--- src/rtl/mux_arb_pkg.sv ---
// Shared types and constants for the round-robin lane multiplexer arbiter.
package mux_arb_pkg;

   localparam int N_REQ        = 4;
   localparam int SEL_W        = 2;
   localparam int DEF_DATA_W   = 2;
   localparam int DEF_MAX_HOLD = 16;
   localparam int HOLD_W       = 8;

   typedef enum logic {
      IDLE  = 1'b0,
      GRANT = 1'b1
   } state_t;

endpackage

--- src/rtl/mux_rr_arbiter_rr_pick.sv ---
// rr_pick: combinational rotating priority encoder. The search starts at
// last+1 and wraps, so the most recent grantee has the lowest priority.
module rr_pick
   import mux_arb_pkg::*;
(
   input  logic [N_REQ-1:0] req,
   input  logic [SEL_W-1:0] last,
   output logic             found,
   output logic [SEL_W-1:0] idx
);

   logic [SEL_W-1:0] cand;

   // Scan from farthest to nearest so the nearest requester after last wins.
   always_comb begin
      // NOTE: every output of a combinational block gets a default first, so no
      // path leaves it unassigned and no latch is inferred.
      found = 1'b0;
      idx   = last;
      cand  = last;
      for (int k = N_REQ; k >= 1; k--) begin
         cand = SEL_W'(int'(last) + k);
         if (req[cand]) begin
            found = 1'b1;
            idx   = cand;
         end
      end
   end

endmodule

--- src/rtl/mux_rr_arbiter.sv ---
// mux_rr_arbiter: round-robin owner of the 4-to-1 lane multiplexer select.
// Grants one requester at a time, drives sel, and registers the chosen lane
// onto data_out with data_valid.
// Optional feature: define MUX_ARB_TIMEOUT_EN to force rotation after a grant
// has been held MAX_HOLD cycles while others are waiting.
module mux_rr_arbiter
   import mux_arb_pkg::*;
#(
   parameter int DATA_W   = DEF_DATA_W,
   parameter int MAX_HOLD = DEF_MAX_HOLD
) (
   input  logic                    clk,
   input  logic                    rst,
   input  logic [N_REQ-1:0]        req,
   input  logic [N_REQ*DATA_W-1:0] data_in,
   output logic [N_REQ-1:0]        grant,
   output logic [SEL_W-1:0]        sel,
   output logic [DATA_W-1:0]       data_out,
   output logic                    data_valid,
   output logic                    busy
);

   if (MAX_HOLD < 2 || MAX_HOLD > 255) begin : g_bad_max_hold
      $error("mux_rr_arbiter: MAX_HOLD must be within 2..255");
   end

   state_t           state;
   logic [SEL_W-1:0] last;
   logic [N_REQ-1:0] pick_req;
   logic             pick_found;
   logic [SEL_W-1:0] pick_idx;
   logic             hold_expired;
   logic             load_new;
   logic             go_idle;
   logic [DATA_W-1:0] lane_sel;

   // The current grantee is masked so a timeout rotation never re-picks it;
   // in IDLE grant is zero and the full request vector is searched.
   assign pick_req = req & ~grant;
   assign lane_sel = data_in[sel*DATA_W +: DATA_W];

   rr_pick u_rr_pick (
      .req   (pick_req),
      .last  (last),
      .found (pick_found),
      .idx   (pick_idx)
   );

`ifdef MUX_ARB_TIMEOUT_EN
   logic [HOLD_W-1:0] hold_cnt;

   assign hold_expired = (hold_cnt == HOLD_W'(MAX_HOLD - 1));

   // Count cycles the current grant has been held; cleared on every new grant.
   always_ff @(posedge clk or posedge rst) begin
      if (rst) begin
         hold_cnt <= '0;
      end else if (load_new) begin
         hold_cnt <= '0;
      end else if (state == GRANT && req[sel]) begin
         if (hold_expired)
            hold_cnt <= '0;
         else if (hold_cnt != {HOLD_W{1'b1}})
            hold_cnt <= hold_cnt + 1'b1;
      end
   end
`else
   assign hold_expired = 1'b0;
`endif

   // Decide whether this edge hands the channel to a new winner or goes idle.
   always_comb begin
      load_new = 1'b0;
      go_idle  = 1'b0;
      if (state == IDLE) begin
         load_new = pick_found;
      end else if (!req[sel]) begin
         load_new = pick_found;
         go_idle  = !pick_found;
      end else begin
         load_new = hold_expired && pick_found;
      end
   end

   // FSM with registered grant, select, pointer and data outputs.
   always_ff @(posedge clk or posedge rst) begin
      if (rst) begin
         state      <= IDLE;
         grant      <= '0;
         sel        <= '0;
         last       <= SEL_W'(N_REQ - 1);
         busy       <= 1'b0;
         data_out   <= '0;
         data_valid <= 1'b0;
      end else begin
         // NOTE: all state here updates with non-blocking assignments so every
         // register samples the pre-edge values of the others.
         data_valid <= |grant;
         if (|grant)
            data_out <= lane_sel;

         if (load_new) begin
            state <= GRANT;
            busy  <= 1'b1;
            grant <= N_REQ'(1) << pick_idx;
            sel   <= pick_idx;
            last  <= pick_idx;
         end else if (go_idle) begin
            state <= IDLE;
            busy  <= 1'b0;
            grant <= '0;
         end
      end
   end

endmodule

--- config.mk ---
export PLATFORM = sky130hd
export DESIGN_NAME = mux_rr_arbiter
export DESIGN_NICKNAME = d
export VERILOG_FILES = /design/src/rtl/mux_arb_pkg.sv /design/src/rtl/mux_rr_arbiter_rr_pick.sv /design/src/rtl/mux_rr_arbiter.sv
export SDC_FILE = /design/constraint.sdc
export NUM_CORES = 1
export LEC_CHECK = 0
export CAP_MARGIN = 20
export CORE_UTILIZATION = 30
export CTS_BUF_LIST = sky130_fd_sc_hd__clkbuf_2
export CTS_CLUSTER_DIAMETER = 200
export DETAILED_ROUTE_END_ITERATION = 12
export GPL_TIMING_DRIVEN = 0
export HOLD_SLACK_MARGIN = 0.06
export SLEW_MARGIN = 5
export SYNTH_ARGS = -nofsm -noshare
export SYNTH_HDL_FRONTEND = slang
export SYNTH_SLANG_ARGS = --single-unit
--- constraint.sdc ---
create_clock -name clk -period 1.9 [get_ports clk]
set_clock_uncertainty 0.05 [all_clocks]
set_input_delay 0.38 -clock clk [delete_from_list [all_inputs] [get_ports clk]]
set_output_delay 0.38 -clock clk [all_outputs]
set_load 0.05 [all_outputs]
==> impl_metrics.ini, run 1 <==
[worst_setup_path]
cp-startpoint = req[3]
crit_path_start_kind = input port
path_cells = clkdlybuf4s50_1 -> nand2b_2 -> a221oi_2 -> a21oi_1 -> o32ai_1
criticalPathCategory = input port to flip-flop
required_ns = 2.01
cp_slowest_stage_delay_ns = 0.60
arrival_ns = 1.98
cp-end-kind = flip-flop
cp.buffers_inverters = 1
cpLargestDelayFamily = compound AO/OA/AOI/OAI gates
timing.rr.start = last[1]
crit_fanout = 4
slowest_stage = clkdlybuf4s50_1

[logic_synthesis]
yosysSeqAreaShare_pct = 40.60
syn_area_per_cell_um2 = 12.22
synth_cell_type_count = 34
syn_inst = 61
ys_ff_latch = 12
synth_nets = 75
syn_area_um2 = 745.7
synth-edff-count = 0
yosys_most_used_dff = dfrtp_1
yosysWarnings = 0
synth-async-reset-ratio_pct = 100.0

[grt]
first_global_vias = 620
grt_max_degree = 13
use_met1_pct = 18.12
antenna_found_initial = 0
use_met2_pct = 25.85
gr-usage-met3_pct = 5.263
gr-usage-all-layers_pct = 15.07
grt_pass1_wl_mm = 2.877
globalRouteOverflowTotal = 0
grt.busiest_layer = met2

[floorplan]
std_cell_rows = 17
ios = 24
die_w_um = 51.86
start_util_pct = 32.77
dieArea_um2 = 2689
coreArea_um2 = 2276
die_h_um = 51.86

[timing]
hold_viol = 0
rsz0062_at_grt = no
max_freq_mhz = 535.5
final-max-slew-violation-count = 0
tightest_slew_ns = 0.4963
fin_crit_sh_pct = 98.29
setup_viol = 0
holdWs_ns = 0.3435
tns_ns = 0
relSlewSlack_pct = 66.86
layout_min_cycle_time_ns = 1.868

[detailed_routing]
drtAntennaViolNets = 0
avgRoutedWirePerCell_um = 14.57
drt-pass1-iter-count = 4
via_count = 611
wl_mm = 1.690
vias_per_cell = 5.267
drcViolationCount = 0
drt-initial-drc-count = 14

[power_and_ir_drop]
pwr_density_cell_nw_per_um2 = 1774
p_seq_share_pct = 28.0
leakagePower_uw = 0.0004428
p_sw_share_pct = 50.19
comb_power_share_pct = 64.7
power_frac_clock_pct = 7.2
internal_power_uw = 908.7
irDropWorstVdd_mv = 0.8727
switchingPower_uw = 915.5

[placement]
dp_hpwl_mm = 1.331
placed_cells = 112
io_buffers = 23
gp_congestion = 0.7888

[layout]
fillers = 231
final_cell_mix = clkdlybuf4s50_1, dfrtp_1, dlygate4sd2_1
drive_above_1_share_pct = 22.73
fin_cells = 116
fin_nets = 103
mostFrequentLayoutCell = clkdlybuf4s50_1
area_growth_pct = 37.92
fin_util_pct = 45.19
n_antenna_cell = 0

[clock_tree]
cts.clk_slew.worst_paths_ns = 0.13
cts.sink_count = 12
post-cts-setup-buffers = 0
cts_hold_buffers = 0
cts_max_level = 1
clock_latency_ns = 0.27
cts_tree = done
clockRootBuffer = clkbuf_2
cts_inserted_buffers = 3
clockBufferDepth = 2

[status]
status = finished clean

[hold_path]
hold_path.class = input port to asynchronous set/reset pin

[job]
max_cap_violations = 0
## area by class of cell
cell class | instances | area [um2] | share of cell area [%]
multi-input combinational | 43 | 419.2 | 40.75
clock inverter | 1 | 3.754 | 0.3650
sequential | 12 | 302.8 | 29.44
timing repair buffer | 23 | 229.0 | 22.26
tap | 28 | 35.03 | 3.406
inverter | 5 | 18.77 | 1.825
buffer | 1 | 5.005 | 0.4866
clock buffer | 3 | 15.01 | 1.460
## layer usage
layer | vias up | part of all wire [%] | wire length, um
li1 | 289 | - | -
met1 | 306 | 46 | 777
met2 | 16 | 50 | 844
met3 | 0 | 4.0 | 68
met4 | 0 | 0 | 0
met5 | - | 0 | 0
## synth_stat cells, types with 2 or more instances
cell       number  area share (%)
a2111oi_4       2             7.4
mux2_2          2             3.0
mux2i_1         3             4.0
dfstp_2         2             7.0
o32ai_1         2             2.3
nand2_1         2             1.0
mux4_2          2             6.0
nor2_1          2             1.0
dfrtp_1        10              34
a22o_1          2             2.3
a21oi_1         3             2.0
inv_1           5             2.5
nand2b_1        3             2.5
## worst register-to-register path, cell delays in order, from the launching register on
cell and delay [ns]:
dfstp_2 0.53, buf_2 0.20, nor4b_1 0.08, a41oi_1 0.21, o211ai_1 0.22, mux2_1 0.33
## metrics by stage
| step | setup WS [ns] | total power, uW | cell area, um2 |
|---|---|---|---|
| 6_report | 0.03249 | 1824 | 1028 |
| 5_1_grt | 0.006666 | 1953 | 1028 |
| 4_1_cts | 0.005545 | 1846 | 1021 |
| 3_5_place_dp | -0.2113 | 1747 | 1011 |
| 3_3_place_gp | -0.1979 | 1737 | 1011 |
| 2_1_floorplan | 0.1544 | 1412 | 745.7 |
## sequential cells by signal, indices dropped and copies added, names as in the netlist
register / count
data_out: 2
last: 2
data_valid: 1
grant: 4
state: 1
sel: 2
## worst paths after layout
path                                     to  slack [ns]  depth (start not counted)
worst min-delay path                 sel[1]        0.34                          2
max in group asynchronous           last[1]        1.10                          2
worst max register to register       sel[0]        0.18                          5
worst max-delay path               grant[3]        0.03                          5
min in group clk                data_out[0]        0.47                          1
worst min register to register  data_out[0]        0.47                          1
## timing repair
| action | CTS | global route |
|---|---|---|
| gates cloned | 0 | 0 |
| pin swaps | 0 | 0 |
| gates resized for setup | 7 | 3 |
| setup endpoints to repair | 7 | 3 |
## power by group through the flow
stage	logic, uW	clock network [uW]	registers, uW
after floorplan	611	0	801
after global placement	1220	0	521
after detailed placement	1220	0	523
after CTS	1190	142	515
after global routing	1260	158	535
final	1180	132	511
## kinds of logic after synthesis
kind of cell           after synthesis  share of synthesized area [%]
DFF                                 12                          40.60
and+or+nand+nor                     16                          15.27
buffers and inverters                6                          3.188
AOI/OAI and AO/OA                   19                          26.34
muxes                                8                          14.60
Power figures use the tool's default switching activity.
==> inputs of run 2 (changes only) <==
Settings changed: CORE_UTILIZATION 30 to 37, PLACE_DENSITY from default to 0.66, SKIP_CTS_REPAIR_TIMING from default to 1.
Clock period 1.9 ns to 2.27 ns, I/O delays scaled along.
==> run 2 against run 1 <==
  * Sequential share of layout area is 0.072 points higher
  * Critical path depth decreased by 4
  * Cell count decreased by 2.6%
  * Power fell by 14%
  * Worst hold slack gained 0.061 ns
  * Critical endpoint is now sel[1]
  * Largest power group unchanged
==> impl_metrics.ini, run 2 (synthesis gave the netlist of run 1 again) <==
[status]
status = finished clean

[placement]
gp_congestion = 0.8208
io_buffers = 23
dp_hpwl_mm = 1.305

[grt]
grt_max_degree = 13
gr-usage-all-layers_pct = 18.45
globalRouteOverflowTotal = 0
antenna_found_initial = 0
grt_pass1_wl_mm = 2.718
first_global_vias = 552

[worst_setup_path]
criticalPathCategory = flip-flop to output port
required_ns = 1.77
cp_slowest_stage_delay_ns = 0.86
path_cells = clkdlybuf4s50_1
crit_fanout = 6
cp.buffers_inverters = 1
cp-end-kind = output port
arrival_ns = 1.65
cpLargestDelayFamily = buffers and inverters
crit_path_start_kind = flip-flop
slowest_stage = clkdlybuf4s50_1

[layout]
fin_nets = 103
mostFrequentLayoutCell = clkdlybuf4s50_1
n_antenna_cell = 0
regMostFlops = grant
area_growth_pct = 37.58
final_cell_mix = clkdlybuf4s50_1, dfrtp_1, inv_1
drive_above_1_share_pct = 22.73
largest_reg_flops = 4

[detailed_routing]
drt-initial-drc-count = 5
via_count = 614
drcViolationCount = 0
avgRoutedWirePerCell_um = 15.09
drtAntennaViolNets = 0
wl_mm = 1.705
drt-pass1-iter-count = 4
vias_per_cell = 5.434

[timing]
setup_viol = 0
layout_min_cycle_time_ns = 2.157
final-max-slew-violation-count = 0
rsz0062_at_grt = no
tns_ns = 0
fin_crit_sh_pct = 95.04
hold_viol = 0
tightest_slew_ns = 0.4944
max_freq_mhz = 463.5
relSlewSlack_pct = 66.94

[job]
max_cap_violations = 0

[floorplan]
start_util_pct = 41.39
coreArea_um2 = 1802
die_h_um = 46.90
die_w_um = 46.90
dieArea_um2 = 2199
ios = 24
std_cell_rows = 15

[hold_path]
hold_path.class = input port to asynchronous set/reset pin

[power_and_ir_drop]
comb_power_share_pct = 65.4
p_seq_share_pct = 27.6
pwr_density_cell_nw_per_um2 = 1532
p_sw_share_pct = 49.42
irDropWorstVdd_mv = 0.7177
internal_power_uw = 795.1
switchingPower_uw = 777.1
finalPower_uw = 1572
power_frac_clock_pct = 7.0
leakagePower_uw = 0.0004026

[clock_tree]
cts_max_level = 1
cts_tree = done
clock_latency_ns = 0.27
cts.sink_count = 12
clockRootBuffer = clkbuf_2
clockBufferDepth = 2
cts.clk_slew.worst_paths_ns = 0.11
cts_inserted_buffers = 3
==> run 2: worst paths after layout <==
check,from,to,slack (ns),depth (start not counted)
max reg2reg,last[1],sel[0],0.55,5
min,rst,sel[1],0.40,2
max,sel[1],sel[1],0.11,1
min in group clk,data_out[0],data_out[0],0.47,1
max in group asynchronous,rst,last[0],1.44,2
min reg2reg,data_out[0],data_out[0],0.47,1
==> run 2: per-layer routing <==
layer,vias up,global-route usage [%],part of all wire (%)
met5,-,0,0
met4,0,5.143,1.2
met3,4,5.769,5.8
met2,16,25.83,44
met1,300,27.34,49
li1,294,-,-
==> run 2: layout make-up <==
cell class / instances / area (um2)
inverters: 5 / 18.77
multi-input cells: 43 / 419.2
repair buffers: 23 / 230.2
clock buffers: 3 / 15.01
well taps: 25 / 31.28
flip-flops and latches: 12 / 302.8
fillers: 175 / 775.7
plain buffers: 1 / 5.005
clock inverters: 1 / 3.754
==> run 2: power by group through the flow <==
stage | logic, uW | clock network [uW] | registers (uW)
2_1_floorplan | 512 | 0 | 670
3_3_place_gp | 1020 | 0 | 437
3_5_place_dp | 1020 | 0 | 438
4_1_cts | 1030 | 110 | 435
5_1_grt | 1090 | 127 | 448
6_report | 1030 | 111 | 434
==> run 2: per-stage QoR <==
stage | cells | util (%) | cell area, um2 | hold WS, ns | setup slack (ns)
3_3_place_gp | 109 | 55.90 | 1007 | 0.4386 | 0.1635
4_1_cts | 113 | 56.94 | 1026 | 0.4268 | 0.1088
5_1_grt | 113 | 56.94 | 1026 | 0.4486 | 0.04664
2_1_floorplan | 61 | - | 745.7 | 0.2673 | 0.5244
6_report | 113 | 56.94 | 1026 | 0.4045 | 0.1127
3_5_place_dp | 109 | 55.90 | 1007 | 0.4462 | 0.1693
==> inputs of run 3 (changes only) <==
Settings changed: REMOVE_ABC_BUFFERS from default to 1.
==> run 3 against run 2 <==
  * Cell area down 0.37%
  * Worst setup slack better by 0.053 ns
  * Largest power group unchanged
  * Via count fell by 1.8%
  * Combinational power is 4% lower
  * Die area stayed put
==> impl_metrics.ini, run 3 (synthesis gave the netlist of run 1 again) <==
[floorplan]
std_cell_rows = 15
coreArea_um2 = 1802
dieArea_um2 = 2199
die_h_um = 46.90
ios = 24
start_util_pct = 41.39
die_w_um = 46.90

[worst_setup_path]
cp-end-kind = output port
required_ns = 1.77
crit_path_start_kind = flip-flop
r2r-end = sel[0]
cp.buffers_inverters = 1
arrival_ns = 1.60
path_cells = clkdlybuf4s50_1
worst-r2r-setup-slack_ns = 0.59
crit_fanout = 6
criticalPathCategory = flip-flop to output port
cpLargestDelayFamily = buffers and inverters
cp_slowest_stage_delay_ns = 0.85
reg2regPathDepth = 4
slowest_stage = clkdlybuf4s50_1
timing.rr.start = last[1]

[status]
status = finished clean

[power_and_ir_drop]
leakagePower_uw = 0.0004014
irDropWorstVdd_mv = 0.7056
pwr_density_cell_nw_per_um2 = 1524

[clock_tree]
cts_inserted_buffers = 3
cts.clk_slew.worst_paths_ns = 0.12
cts_max_level = 1
clock_latency_ns = 0.26
cts.sink_count = 12
cts_tree = done
clockRootBuffer = clkbuf_2
clockBufferDepth = 2

[layout]
largest_reg_flops = 4
final_cell_mix = clkdlybuf4s50_1, dfrtp_1, inv_1
drive_above_1_share_pct = 22.99
n_antenna_cell = 0
regMostFlops = grant
mostFrequentLayoutCell = clkdlybuf4s50_1
area_growth_pct = 37.08
fin_nets = 102

[detailed_routing]
wl_mm = 1.578
vias_per_cell = 5.384
avgRoutedWirePerCell_um = 14.09
drt-pass1-iter-count = 2
via_count = 603
drtAntennaViolNets = 0
drcViolationCount = 0
drt-initial-drc-count = 4

[grt]
grt_max_degree = 13
first_global_vias = 622
globalRouteOverflowTotal = 0
grt_pass1_wl_mm = 2.725
antenna_found_initial = 0
gr-usage-all-layers_pct = 17.92

[hold_path]
hold_path.class = input port to asynchronous set/reset pin

[timing]
layout_min_cycle_time_ns = 2.105
max_freq_mhz = 475.1
fin_crit_sh_pct = 92.72
tightest_slew_ns = 0.5024
finalWorstSetupSlack_ns = 0.1652
setup_viol = 0
final-max-slew-violation-count = 0
tns_ns = 0
rsz0062_at_grt = no
hold_viol = 0
relSlewSlack_pct = 66.40

[placement]
dp_slack_ns = 0.1352
dp_hpwl_mm = 1.297
gp_congestion = 0.8525
io_buffers = 23

[job]
max_cap_violations = 0
run 3: cell count changes in the layout (fill, tap and decap cells not counted), sizes merged:
cell    before  now
buf          1    0
clkbuf       3    4
clkinv       1    0
run 3: final cells by class:
cell class                      instances  area (um2)
Timing Repair Buffer                   23       230.2
Fill cell                             171       779.5
Clock buffer                            4       20.02
Multi-Input combinational cell         43       419.2
Tap cell                               25       31.28
Sequential cell                        12       302.8
Inverter                                5       18.77
run 3: worst max-delay path by stage:
stage,start,to,slack [ns],cells past startpoint
global placement,req[3],sel[0],0.14,5
finish,sel[1],sel[1],0.17,1
floorplan,grant[1],sel[0],0.52,4
detailed placement,req[1],grant[0],0.14,5
global route,sel[1],sel[1],0.10,1
CTS,sel[1],sel[1],0.14,1
run 3: power breakdown:
part           leakage, uW  switching (uW)  internal, uW
Sequential        0.000140             127           327
Clock            0.0000166            66.1          46.7
Combinational     0.000245             566           426
Total             0.000401             759           800
run 3: metrics by stage:
stage	utilization, %	cells	hold slack, ns	instance area, um2	total power (uW)
after floorplan	-	60	0.2673	740.7	1176
after global placement	55.63	108	0.4385	1002	1446
after detailed placement	55.63	108	0.4425	1002	1454
after CTS	56.74	112	0.4318	1022	1570
after global routing	56.74	112	0.4780	1022	1664
final	56.74	112	0.4165	1022	1558
run 3: layer usage:
layer,GRT usage [%],vias to the layer above,part of all wire (%)
li1,-,295,-
met3,4.615,6,4.0
met5,0,-,0
met1,24.82,287,50
met2,25.56,15,44
met4,9.714,0,1.9
